===== config.mk =====
export PLATFORM = sky130hd
export DESIGN_NAME = trigger_conditioner
export DESIGN_NICKNAME = d
export VERILOG_FILES = /design/src/rtl/glitcher_pkg.sv /design/src/rtl/trigger_conditioner_sync_filter.sv /design/src/rtl/trigger_conditioner.sv
export SDC_FILE = /design/constraint.sdc
export NUM_CORES = 1
export LEC_CHECK = 0
export ABC_AREA = 1
export BUFFER_PORTS_ARGS = -buffer_cell sky130_fd_sc_hd__buf_4
export CORE_UTILIZATION = 40
export DETAILED_ROUTE_END_ITERATION = 6
export GPL_TIMING_DRIVEN = 0
export PLACE_DENSITY = 0.64
export REMOVE_ABC_BUFFERS = 1
export SYNTH_ARGS = -nofsm -noshare
export SYNTH_HDL_FRONTEND = slang
export SYNTH_SLANG_ARGS = --single-unit
export TNS_END_PERCENT = 20

===== constraint.sdc =====
create_clock -name clk -period 1.5 [get_ports clk]
set_input_delay 0.3 -clock clk [delete_from_list [all_inputs] [get_ports clk]]
set_output_delay 0.3 -clock clk [all_outputs]
set_load 0.01 [all_outputs]

===== src/rtl/glitcher_pkg.sv =====
// Shared definitions for the glitcher trigger path.
// Contents:
//   EDGE_RISE / EDGE_FALL / EDGE_ANY  edge_sel encodings (2 bits; 2'b11 also means "any")
//   trig_state_t                      trigger conditioner FSM states
//   edge_qualify()                    picks the qualifying edge for a given selection
package glitcher_pkg;

  localparam logic [1:0] EDGE_RISE = 2'b00;
  localparam logic [1:0] EDGE_FALL = 2'b01;
  localparam logic [1:0] EDGE_ANY  = 2'b10;

  typedef enum logic {
    IDLE  = 1'b0,
    ARMED = 1'b1
  } trig_state_t;

  // Both 2'b10 and 2'b11 select either edge, so only the low encodings are special.
  function automatic logic edge_qualify(input logic [1:0] sel,
                                        input logic       rise,
                                        input logic       fall);
    logic q;
    q = rise | fall;
    if (sel == EDGE_RISE) q = rise;
    else if (sel == EDGE_FALL) q = fall;
    return q;
  endfunction

endpackage


===== src/rtl/trigger_conditioner_sync_filter.sv =====
// sync_filter: synchroniser plus glitch filter for one asynchronous input.
// A new level on the synchronised input must persist for len_i extra cycles
// before it is accepted onto q_o; len_i = 0 passes it through one cycle later.
// Ports:
//   clk    in  1       system clock
//   rst_n  in  1       asynchronous reset, active low
//   d_i    in  1       raw asynchronous input
//   len_i  in  FILT_W  extra stable cycles required before a level change is accepted
//   q_o    out 1       filtered, clk-aligned level
module sync_filter #(
  parameter int SYNC_STAGES = 2,
  parameter int FILT_W      = 8
) (
  input  logic              clk,
  input  logic              rst_n,
  input  logic              d_i,
  input  logic [FILT_W-1:0] len_i,
  output logic              q_o
);

  localparam logic [FILT_W-1:0] MCNT_MAX = '1;

  logic [SYNC_STAGES-1:0] sync_r;
  logic                   sync_q;
  logic                   filt;
  logic [FILT_W-1:0]      mcnt;

  // Plain shift-register synchroniser; the last stage is the first usable copy.
  always_ff @(posedge clk or negedge rst_n) begin
    if (!rst_n) begin
      sync_r <= '0;
    end else begin
      sync_r <= {sync_r[SYNC_STAGES-2:0], d_i};
    end
  end

  assign sync_q = sync_r[SYNC_STAGES-1];

  // Count how long the synchronised level has disagreed with the accepted level.
  // The >= guards against len_i dropping below a count already in progress,
  // which would otherwise leave the counter parked at saturation.
  always_ff @(posedge clk or negedge rst_n) begin
    if (!rst_n) begin
      filt <= 1'b0;
      mcnt <= '0;
    end else if (sync_q == filt) begin
      mcnt <= '0;
    end else if (mcnt >= len_i) begin
      filt <= sync_q;
      mcnt <= '0;
    end else if (mcnt != MCNT_MAX) begin
      mcnt <= mcnt + 1'b1;
    end
  end

  assign q_o = filt;

endmodule


===== src/rtl/trigger_conditioner.sv =====
// trigger_conditioner: front-end for the glitch controller's trigger input.
// Synchronises and deglitches the raw trigger pin, detects the selected edge
// and, once armed, emits one clk-wide pulse on the Nth qualifying edge.
// Each arm yields at most one pulse.
// Ports:
//   clk           in  1       system clock
//   rst_n         in  1       asynchronous reset, active low
//   trigger_i     in  1       raw asynchronous trigger pin
//   arm_i         in  1       pulse: latch config and enter ARMED
//   disarm_i      in  1       pulse: abort and return to IDLE
//   edge_sel_i    in  2       00 rising, 01 falling, 1x either edge
//   filter_len_i  in  FILT_W  glitch filter length, latched at arm
//   edge_count_i  in  CNT_W   qualifying edges to fire on (0 behaves as 1)
//   trig_o        out 1       single-cycle trigger pulse
//   armed_o       out 1       high while ARMED
//   edges_left_o  out CNT_W   edges remaining before fire (0 in IDLE)
module trigger_conditioner
  import glitcher_pkg::*;
#(
  parameter int SYNC_STAGES = 2,
  parameter int FILT_W      = 8,
  parameter int CNT_W       = 16
) (
  input  logic              clk,
  input  logic              rst_n,
  input  logic              trigger_i,
  input  logic              arm_i,
  input  logic              disarm_i,
  input  logic [1:0]        edge_sel_i,
  input  logic [FILT_W-1:0] filter_len_i,
  input  logic [CNT_W-1:0]  edge_count_i,
  output logic              trig_o,
  output logic              armed_o,
  output logic [CNT_W-1:0]  edges_left_o
);

  localparam logic [CNT_W-1:0] CNT_ONE = {{(CNT_W-1){1'b0}}, 1'b1};

  trig_state_t       state;
  logic [1:0]        sel_q;
  logic [FILT_W-1:0] filt_len_q;
  logic [CNT_W-1:0]  edges_left;
  logic              filt;
  logic              filt_d;
  logic              rise;
  logic              fall;
  logic              qual;

  sync_filter #(
    .SYNC_STAGES(SYNC_STAGES),
    .FILT_W     (FILT_W)
  ) u_sync_filter (
    .clk  (clk),
    .rst_n(rst_n),
    .d_i  (trigger_i),
    .len_i(filt_len_q),
    .q_o  (filt)
  );

  // Delayed copy of the filtered level for edge detection. It runs in every
  // state, so a level already present at arm time never looks like an edge.
  always_ff @(posedge clk or negedge rst_n) begin
    if (!rst_n) begin
      filt_d <= 1'b0;
    end else begin
      filt_d <= filt;
    end
  end

  assign rise = filt & ~filt_d;
  assign fall = ~filt & filt_d;
  assign qual = edge_qualify(sel_q, rise, fall);

  // One-shot FSM. Config is latched only on the IDLE->ARMED transition, so
  // the edge present in the arm cycle is not counted. Disarm outranks a
  // qualifying edge arriving in the same cycle.
  always_ff @(posedge clk or negedge rst_n) begin
    if (!rst_n) begin
      state      <= IDLE;
      sel_q      <= EDGE_RISE;
      filt_len_q <= '0;
      edges_left <= '0;
      trig_o     <= 1'b0;
      armed_o    <= 1'b0;
    end else begin
      trig_o <= 1'b0;
      case (state)
        IDLE: begin
          if (arm_i && !disarm_i) begin
            state      <= ARMED;
            armed_o    <= 1'b1;
            sel_q      <= edge_sel_i;
            filt_len_q <= filter_len_i;
            edges_left <= (edge_count_i == '0) ? CNT_ONE : edge_count_i;
          end
        end
        ARMED: begin
          if (disarm_i) begin
            state      <= IDLE;
            armed_o    <= 1'b0;
            edges_left <= '0;
          end else if (qual) begin
            if (edges_left > CNT_ONE) begin
              edges_left <= edges_left - CNT_ONE;
            end else begin
              state      <= IDLE;
              armed_o    <= 1'b0;
              trig_o     <= 1'b1;
              edges_left <= '0;
            end
          end
        end
        default: begin
          state      <= IDLE;
          armed_o    <= 1'b0;
          edges_left <= '0;
        end
      endcase
    end
  end

  assign edges_left_o = edges_left;

endmodule


## Word-level counts from Yosys, hierarchy flattened

Index checks and enable logic that the tools add are counted.

| word-level totals | value |
|---|---|
| word-level logic and storage cells | 61 |
| output and inout port bits | 18 |
| bits in registers | 41 |
| bits of input ports | 31 |

| cells by class | value |
|---|---|
| eq/ne operators | 6 |
| bitwise gates (word level) | 7 |
| $lt $le $gt $ge | 2 |
| multiplexer cells | 25 |
| add/subtract/negate cells | 2 |
| reductions and logical operators | 9 |

Operators by type and width:

| kind | number |
|---|---|
| 16-bit two-way mux | 5 |
| 16-bit case mux with 2 select lines | 1 |
| 8-bit two-way mux | 3 |
| 16-bit by 1-bit > comparator with 1-bit output (second input constant) | 1 |
| 16-bit logical NOT | 1 |
| 16-bit by 1-bit subtractor with 16-bit output (second input constant) | 1 |
| 1-bit two-way mux | 14 |
| 8-bit by 1-bit adder with 8-bit output (second input constant) | 1 |
| 8-bit greater-or-equal comparator | 1 |
| 8-bit != test (second input constant) | 1 |
| 2-bit AND reduction | 3 |
| 1-bit NOT | 4 |
| 1-bit case mux with 2 select lines | 2 |
| 3-bit by 2-bit != test with 1-bit output (second input constant) | 1 |
| 3-bit != test (second input constant) | 1 |
| 3-bit AND reduction | 1 |
| 3-bit nonzero test | 1 |
| 1-bit AND | 2 |
| 2-bit by 1-bit == test with 1-bit output (second input constant) | 1 |
| 2-bit logical NOT | 1 |
| 2-bit != test (second input constant) | 1 |
| 1-bit == test | 1 |
| 1-bit logical AND | 1 |
| 1-bit logical NOT | 1 |
| 1-bit bitwise OR | 1 |

## Longest topological paths before layout

Gate-level depths: netlist (run 1).

| depth | value |
|---|---|
| depth after elaboration | 8 |
| mapped depth | 12 |
| depth with buffers taken out | 11 |

## Cells and area by module

From an unflattened synthesis (run 1), not the netlist that was laid out.

| second synthesis, totals | value |
|---|---|
| cell total of the unflattened synthesis | 388 |
| area, all modules | 2672.6 µm² |

Modules (own cells, without submodules):

| module | instances | area an instance (µm²) | cells an instance | sequential area each (µm²) |
|---|---|---|---|---|
| trigger_conditioner | 1 | 1893.1 | 284 | 750.7 |
| sync_filter | 1 | 779.5 | 104 | 275.3 |

## Least setup slack after synthesis (run 1)

OpenSTA, ideal clock, no wires.

| timing path | value |
|---|---|
| kind | reg2reg |
| start | register, netlist name u_sync_filter.q_o |
| end | register filt_len_q[0] |
| period minus slack after synthesis | 1.593 ns |
| path slack | -0.093 ns |
| required time | 1.384 ns |
| data arrival time | 1.477 ns |
| path buffers | 1 |
| stages on the path, launching flop included | 12 |
| setup time | 0.116 ns |
| path through | dfrtp_1 -> inv_1 -> ha_1 -> nand2_1 -> nand2_1 -> nand2_1 -> nand2_2 -> nor2_1 -> buf_2 -> inv_1 -> nand2_1 -> nand2_1 |

RTL lines:

| element | RTL line | RTL |
|---|---|---|
| end signal: assignment | trigger_conditioner.sv:93 | `filt_len_q <= filter_len_i;` |
| end: declaration | trigger_conditioner.sv:41 | `logic [FILT_W-1:0] filt_len_q;` |

## Worst setup path after layout (run 1)

| timing path | value |
|---|---|
| start | register u_sync_filter.mcnt[0] |
| end | register u_sync_filter.mcnt[4] |

| between the ends | value |
|---|---|
| word-level cells in the longest chain between the ends | 4 |
| elaborated cells on any way between the ends | 7 |
| classes of those cells | add/sub (1); order compare (1); eq/ne (1); mux (3); reduce/logical (1) |

Ends and longest elaborated chain:

| element | RTL line | RTL |
|---|---|---|
| start: declaration | trigger_conditioner_sync_filter.sv:26 | `logic [FILT_W-1:0] mcnt;` |
| start signal: assignment | trigger_conditioner_sync_filter.sv:52 | `mcnt <= mcnt + 1'b1;` |
| 8-bit by 1-bit adder with 8-bit output | trigger_conditioner_sync_filter.sv:52 |  |
| 8-bit two-way mux | trigger_conditioner_sync_filter.sv:51 | `end else if (mcnt != MCNT_MAX) begin` |
| 8-bit two-way mux | trigger_conditioner_sync_filter.sv:48 | `end else if (mcnt >= len_i) begin` |
| 8-bit two-way mux | trigger_conditioner_sync_filter.sv:46 | `end else if (sync_q == filt) begin` |

Parallel ways exist; a longest one is shown, timed or not. The select of a mux whose other input is x is not followed.
A chain may end at the register's enable or synchronous reset.

==> results of run 1 <==
[metrics by stage]
stage	area (um2)	hold WS, ns
CTS	3670	0.00739
floorplan	2530	0.00441
detailed placement	2990	0.324
global placement	2990	0.320
finish	3810	-0.0126
global route	3810	0.0262
[final cells by class]
cell class | instances | area (um2)
clock buffers | 7 | 86.3
clock inverters | 1 | 30.0
fillers | 535 | 2250
inverters | 36 | 140
multi-input cells | 252 | 1670
flip-flops and latches | 41 | 1040
well taps | 75 | 93.8
repair buffers | 90 | 744
[power by group through the flow]
stage	Combinational [W]	Sequential, W	Clock, W
global route	0.00538	0.00209	0.000998
finish	0.00492	0.00203	0.000927
global placement	0.00291	0.00206	0
floorplan	0.00197	0.00207	0
detailed placement	0.00297	0.00208	0
CTS	0.00458	0.00201	0.000947
[cell usage after synthesis (all sizes together)]
cell type,count,share of area [%]
buf,4,1.4
xor2,7,2.4
a21o,4,1.2
and2,1,0.24
clkbuf,3,0.48
a21oi,35,7.9
or2,1,0.24
xnor2,6,2.0
ha,13,6.3
nand2,75,12
nor3,3,0.58
nand4,5,1.2
o21ai,20,4.0
dfrtp,41,40
nor2,54,9.2
inv,36,5.2
nand3,20,3.9
nand3b,2,0.58
o21a,1,0.29
o21bai,2,0.58
[sequential cells by signal, summed over array words and instances, names as in the netlist]
signal and flops:
filt_d 1, filt_len_q 8, sel_q 2, edges_left_o 16, state 1, u_sync_filter.sync_r 2, armed_o 1, trig_o 1
u_sync_filter.q_o 1, u_sync_filter.mcnt 8
[timing repair]
action                                  CTS  global route
resized for setup                        73            31
setup buffers                            37             4
endpoints found under the hold margin     0             0
endpoints found under the setup margin   37            37
pin swaps                                23            14
gates cloned                              4             0
[critical path, cell delays in order (launching register included)]
cell and delay (ns):
dfrtp_1 0.40, inv_2 0.07, ha_4 0.26, inv_2 0.03, a21oi_2 0.13, o21bai_1 0.08, nand2_1 0.13, nand2_4 0.09
nand4_1 0.23, o21ai_0 0.13
[routing by layer]
metal	routed length, um	part of all wire, %	track usage, %	vias to the layer above
li1	-	-	-	1263
met1	3070	42	27.5	1218
met2	3660	50	39.9	68
met3	384	5.2	5.93	18
met5	0	0	0	-
met4	214	2.9	10.4	0
[final timing paths]
kind	startpoint	to
worst min register to register	u_sync_filter.sync_r[0]	u_sync_filter.sync_r[1]
worst max-delay path	u_sync_filter.mcnt[0]	u_sync_filter.mcnt[4]
max in group asynchronous	rst_n	state
worst max register to register	u_sync_filter.mcnt[0]	u_sync_filter.mcnt[4]
min in group clk	trigger_i	u_sync_filter.sync_r[0]
worst min-delay path	rst_n	edges_left_o[5]
[cell families (layout without fill, tap and decap cells)]
logic type,Yosys count,count (layout),share of synthesized area [%]
AND/OR/NAND/NOR,161,164,28.4
AO/OA/AOI/OAI,62,62,14.1
buffers and inverters,43,134,7.08
flip-flops,41,41,39.7
adder cells (fa/ha/maj),13,13,6.30
XOR/XNOR,13,13,4.41
==> results.md, run 1 <==
- Core Util, Final: between 60% and 70%
- DIE HEIGHT: 82.3 um
- CP Class: reg -> reg
- VDD IR max: roughly 0.0010 V
- WHS: -0.0126 ns
- Mapped Area: roughly 2600 um2
- PD cells: a little over 2000 nW/um2
- Final WS setup: -0.165 ns
- Net switching power: 0.00347 W
- Post-synth cell types: 30
- Antenna viol nets, final: 0
- Die Width: ~80 um
- Hpwl dp: roughly 4.4 mm
- WP data required: 1.66 ns
- Internal power: 0.00440 W
- Min Tclk post-route: about 1.7 ns
- Min-delay worst type: in -> async
- Total leakage power: roughly 1.8 nW
- Mean Syn Cell Area: between 7 and 8 um2
- Core Region: just over 6000 um2
- Number of global-route vias before repair: ~2600
- Synth-to-layout area growth: 47.5%
- CTS tree: yes
- Inst Count DP: around 450
- Worst endpoint data arrival time: between 1.5 and 2 ns
- First drt pass iteration count: 4
- CTS clk-pin slew, worst paths: 0.08 ns
- Wire per inst: between 10 and 15 um
- Slew Viols, Final: 0
- Final setup viols: 37
- Worst-Margin Slew: ~0.54 ns
- Clock share of power: a little under an eighth
- Residual DRC: 0
- Layout Nets: 470
- Top Ports: 49
- Mapped Cells: between 300 and 400
- RSZ-0062 raised after global routing: yes
- Hold_buf cts: 0
- Critical path launch point type: register
- Setup TNS: -2.46 ns
- Period utilization: 111%
- H-tree depth: 2
- Commonest non-fill, non-tap cell in the layout: buf_4
- Die area: ~6800 um2
- CTS Buffer Depth: 2
- Reg-to-reg slack, setup: -0.17 ns
- Total GRT Usage: 23.4%
- # port buffers: 48
- CTS Buf Count: 5
- Yosys warns: 0
- Clock Latency Late Sink: around 0.29 ns
- Clock sink count: 41
- Site Rows: 28
- Gr ovfl total: 0
- Hold Vio Cnt, Final: 12
- Clock root buffer: clkbuf_8
- Largest net degree at the start of global routing: 42
- Sequential power share: between 20% and 30%
- DR iter-0 viols: approximately 110
- Crit. End Element: register
- Sw Ratio: ~44%
- Initial core utilization: between 40% and 50%
- Commonest cells after routing, fill and taps aside: 80 x buf_4, 49 x nand2_1, 38 x nor2_1, 30 x dfrtp_1, 29 x inv_1
- Number of max-cap violations: 0
- Flops & latches, synth: between 40 and 50
- Comb pwr share: 62.5%
- Design Power: slightly below 0.008 W
- Routed WL: 7.32 mm
- Global placement routability congestion: 0.873
- Relative slew slack: 63.7%
- Pre-CTS WS: -1.24 ns
- Failing checks: negative hold slack, negative setup slack
- Crit-path max FO: 6
- Initial antenna violation count: 0
- First-pass GRT wire length: roughly 12 mm
- Register area share after synthesis: around 40%
- Via density per instance: 5.11
- R2R cell count: 9
- Finished Layout Cells: ~500
- Fmax: between 0.6 and 0.7 GHz
- Total vias in the final route: around 2600
- Final Skew: ~0.0064 ns
- Status: finished with violations
- Fraction of layout cells with a size suffix above 1: ~45%
- # diodes: 0
No activity file was read; power rests on OpenSTA's default activity.
==> run 2, diff against run 1 <==
--- a/config.mk
+++ b/config.mk
@@ -14,5 +14,6 @@
 export REMOVE_ABC_BUFFERS = 1
 export SYNTH_ARGS = -nofsm -noshare
 export SYNTH_HDL_FRONTEND = slang
+export SYNTH_HIERARCHICAL = 1
 export SYNTH_SLANG_ARGS = --single-unit
 export TNS_END_PERCENT = 20
==> run 2 against run 1 <==
Effect of this change:
- synthesized cell count is 17% higher
- highest routed layer unchanged
- critical path depth stayed put
- combinational power is 16% lower
- cell count is 6.8% higher
- register-to-register slack better by 0.09 ns
- the run still ends with negative hold slack, negative setup slack left
==> results.md, run 2 <==
- Gr ovfl total: 0 (unchanged)
- Layout Nets: 503 (+7.0%)
- VDD IR max: 0.000912 V (-9.8%)
- List of most frequent post-synthesis cells: 141 x nand2_1, 52 x nor2_1, 43 x inv_1, 41 x dfrtp_1, 22 x nand3_1
- Die area: 7010 um2 (+3.5%)
- Register area share after synthesis: 38.4% (-1.4 points)
- CP max stage delay: 0.44 ns (+0.04 ns)
- Relative slew slack: 65.0% (+1.4 points)
- Crit. End Element: register
- Slew Viols, Final: 0 (unchanged)
- Routed WL: 7.23 mm (-1.3%)
- Worst endpoint data arrival time: 1.77 ns (-0.06 ns)
- H-tree depth: 2 (unchanged)
- Wire per inst: 13.5 um (-7.6%)
- Mapped Area: 2670 um2 (+3.5%)
- Area leader, netlist: dfrtp_1
- Number of global-route vias before repair: 2362 (-8.4%)
- Flops & latches, synth: 41 (unchanged)
- Fmax: 0.634 GHz (+5.6%)
- Clock sink count: 41 (unchanged)
- DIE HEIGHT: 83.7 um (+1.7%)
- Fraction of layout cells with a size suffix above 1: 30.3% (-15 points)
- Total vias in the final route: 2688 (+4.7%)
- FF-to-FF End: sel_q[0]
- Reg-to-reg slack, setup: -0.08 ns (+0.09 ns)
- Core Region: 6390 um2 (+5.4%)
- Number of max-cap violations: 0 (unchanged)
- WP data required: 1.69 ns (+0.03 ns)
- Total GRT Usage: 19.7% (-3.7 points)
- Core Util, Final: 56.1% (-6.7 points)
- Status: finished with violations
- Area contributors post-synth: dfrtp_1 38%, nand2_1 20%, nor2_1 7.3%
- Most used flip-flop cell after synthesis: dfrtp_1
- CTS Buf Count: 5 (unchanged)
- Total leakage power: 1.87 nW (+1.3%)
- First-pass GRT wire length: 11.0 mm (-6.7%)
- Initial antenna violation count: 0 (unchanged)
- Period utilization: 105% (-5.9 points)
- Post-synth EDFFs: 0 (unchanged)
- CTS Buffer Depth: 2 (unchanged)
- Hold_buf cts: 0 (unchanged)
- WHS: -0.0231 ns (-0.0104 ns)
- Min Tclk post-route: 1.58 ns (-0.0885 ns)
- Die Width: 83.7 um (+1.7%)
- Antenna viol nets, final: 0 (unchanged)
- DR iter-0 viols: 164 (+55%)
- Via density per instance: 5.01 (-1.9%)
- CP Class: reg -> reg
- Design Power: 0.00709 W (-10%)
- CTS clk-pin slew, worst paths: 0.08 ns (about the same)
- Commonest non-fill, non-tap cell in the layout: nand2_1
- Global placement routability congestion: 0.847 (-3.1%)
- Site Rows: 29 (+3.6%)
- Register area: 1030 um2 (-0.48%)
- Final setup viols: 21 (-43%)
- CP cell instances: inv_2, ha_4, nand2_2, nand2_2, nand2_4, nand2_8, nor2_4, buf_4, o21ai_1
- Final WS setup: -0.0766 ns (+0.0885 ns)
- Post-synth cell types: 27 (-10%)
- # port buffers: 48 (unchanged)
- RSZ-0062 raised after global routing: yes
- Slowest cell on crit path: dfrtp_2
- Post-synth ARST share: 100% (unchanged)
- Residual DRC: 0 (unchanged)
- Yosys top cell area share: 38.4% (-1.4 points)
- Hpwl dp: 4.63 mm (+6.4%)
- Top Ports: 49 (unchanged)
- PD cells: 1980 nW/um2 (-4.4%)
- Clock Latency Late Sink: 0.30 ns (about the same)
- Mean Syn Cell Area: 6.89 um2 (-11%)
- Hold Vio Cnt, Final: 41 (+29)
- Failing checks: negative hold slack, negative setup slack
- Cell with the most instances after synthesis: nand2_1
- Initial core utilization: 41.8% (-0.74 points)
- Reg2reg start: u_sync_filter/q_o
- First drt pass iteration count: 5 (+1)
- Mapped Cells: 388 (+17%)
- Final Skew: 0.00646 ns (+0.0000580 ns)
- Multi-input logic area: 1600 um2 (-4.3%)
- Crit-path most repeated cell: nand2_2
- Largest net degree at the start of global routing: 42 (unchanged)
- Commonest cells after routing, fill and taps aside: 128 x nand2_1, 63 x buf_4, 43 x nor2_1, 40 x inv_1, 34 x dfrtp_1
- Max FFs per register: 16 (unchanged)
- R2R cell count: 9 (unchanged)
- Synth-to-layout area growth: 34.0%
- CTS tree: yes
- Yosys warns: 6 (+6)
- Clock root buffer: clkbuf_8
- Crit-path max FO: 6 (unchanged)
- Fill count: 590 (+10%)
- # diodes: 0 (unchanged)
- Critical path launch point type: register
- Worst-Margin Slew: 0.524 ns (-0.0205 ns)
- Min-delay worst type: in -> async
-- run 2: changes by cell type in the layout (fill, tap and decap cells not counted), sizes merged, moves of 6 or more --
cell / previous run / this run
nand2: 77 / 145
inv: 36 / 48
a21oi: 35 / 9
nor2: 55 / 62
buf: 89 / 67
xnor2: 6 / 0
-- run 2: repair_timing --
action,4_1_cts,5_1_grt
pin swaps,7,12
resized for setup,26,45
gates cloned,0,4
setup buffers,11,7
endpoints found under the setup margin,35,37
-- run 2: layout make-up --
class	instances	share of cell area, %
clock buffers	5	1.92
repair inverters	2	0.629
multi-input cells	294	44.6
repair buffers	67	14.7
well taps	77	2.69
inverters	48	5.55
flip-flops and latches	41	28.9
clock inverters	2	0.978
-- run 2: kinds of logic after synthesis --
family / after synthesis / synth area share (%)
simple gates: 240 / 37.8
buf+inv: 54 / 8.52
flops: 41 / 38.4
compound gates: 34 / 6.98
fa+ha+maj: 13 / 6.09
xor+xnor: 6 / 2.25
-- run 2: through the flow --
stage / TNS, ns / setup slack, ns / instance area [um2] / instances
after floorplan: -3.97 / -0.286 / 2630 / 382
after global placement: -15.77 / -0.829 / 3080 / 507
after detailed placement: -17.02 / -0.871 / 3080 / 507
after CTS: -0.967 / -0.0757 / 3350 / 525
after global routing: -3.33 / -0.164 / 3580 / 536
final: -0.850 / -0.0766 / 3580 / 536
-- run 2: worst max-delay path, delay by kind of cell, from the launching register on --
| kind | cells | cell delay, ns |
|---|---|---|
| buffers and inverters | 2 | 0.26 |
| flip-flops | 1 | 0.44 |
| AND/OR/NAND/NOR | 5 | 0.51 |
| adder cells (fa/ha/maj) | 1 | 0.20 |
| AO/OA/AOI/OAI | 1 | 0.06 |
-- run 2: how the worst max path moves through the flow --
stage          cells after the start              start             to
6_report                           9  u_sync_filter/q_o       sel_q[0]
5_1_grt                           11  u_sync_filter/q_o  filt_len_q[6]
4_1_cts                           10  u_sync_filter/q_o       sel_q[0]
3_5_place_dp                      10  u_sync_filter/q_o  filt_len_q[6]
3_3_place_gp                      10  u_sync_filter/q_o  filt_len_q[1]
2_1_floorplan                     10  u_sync_filter/q_o  filt_len_q[0]
-- run 2: routing by layer --
layer	global-route usage, %	vias to the layer above	part of all wire, %
met5	0	-	0
met2	31.7	88	49
met3	4.55	15	5.7
met4	6.01	0	2.0
li1	-	1349	-
met1	26.4	1236	44
-- run 2: where the power goes --
part	internal (W)	total, W	switching [W]
Combinational	0.00173	0.00413	0.00240
Sequential	0.00154	0.00208	0.000543
Clock	0.000484	0.000874	0.000390
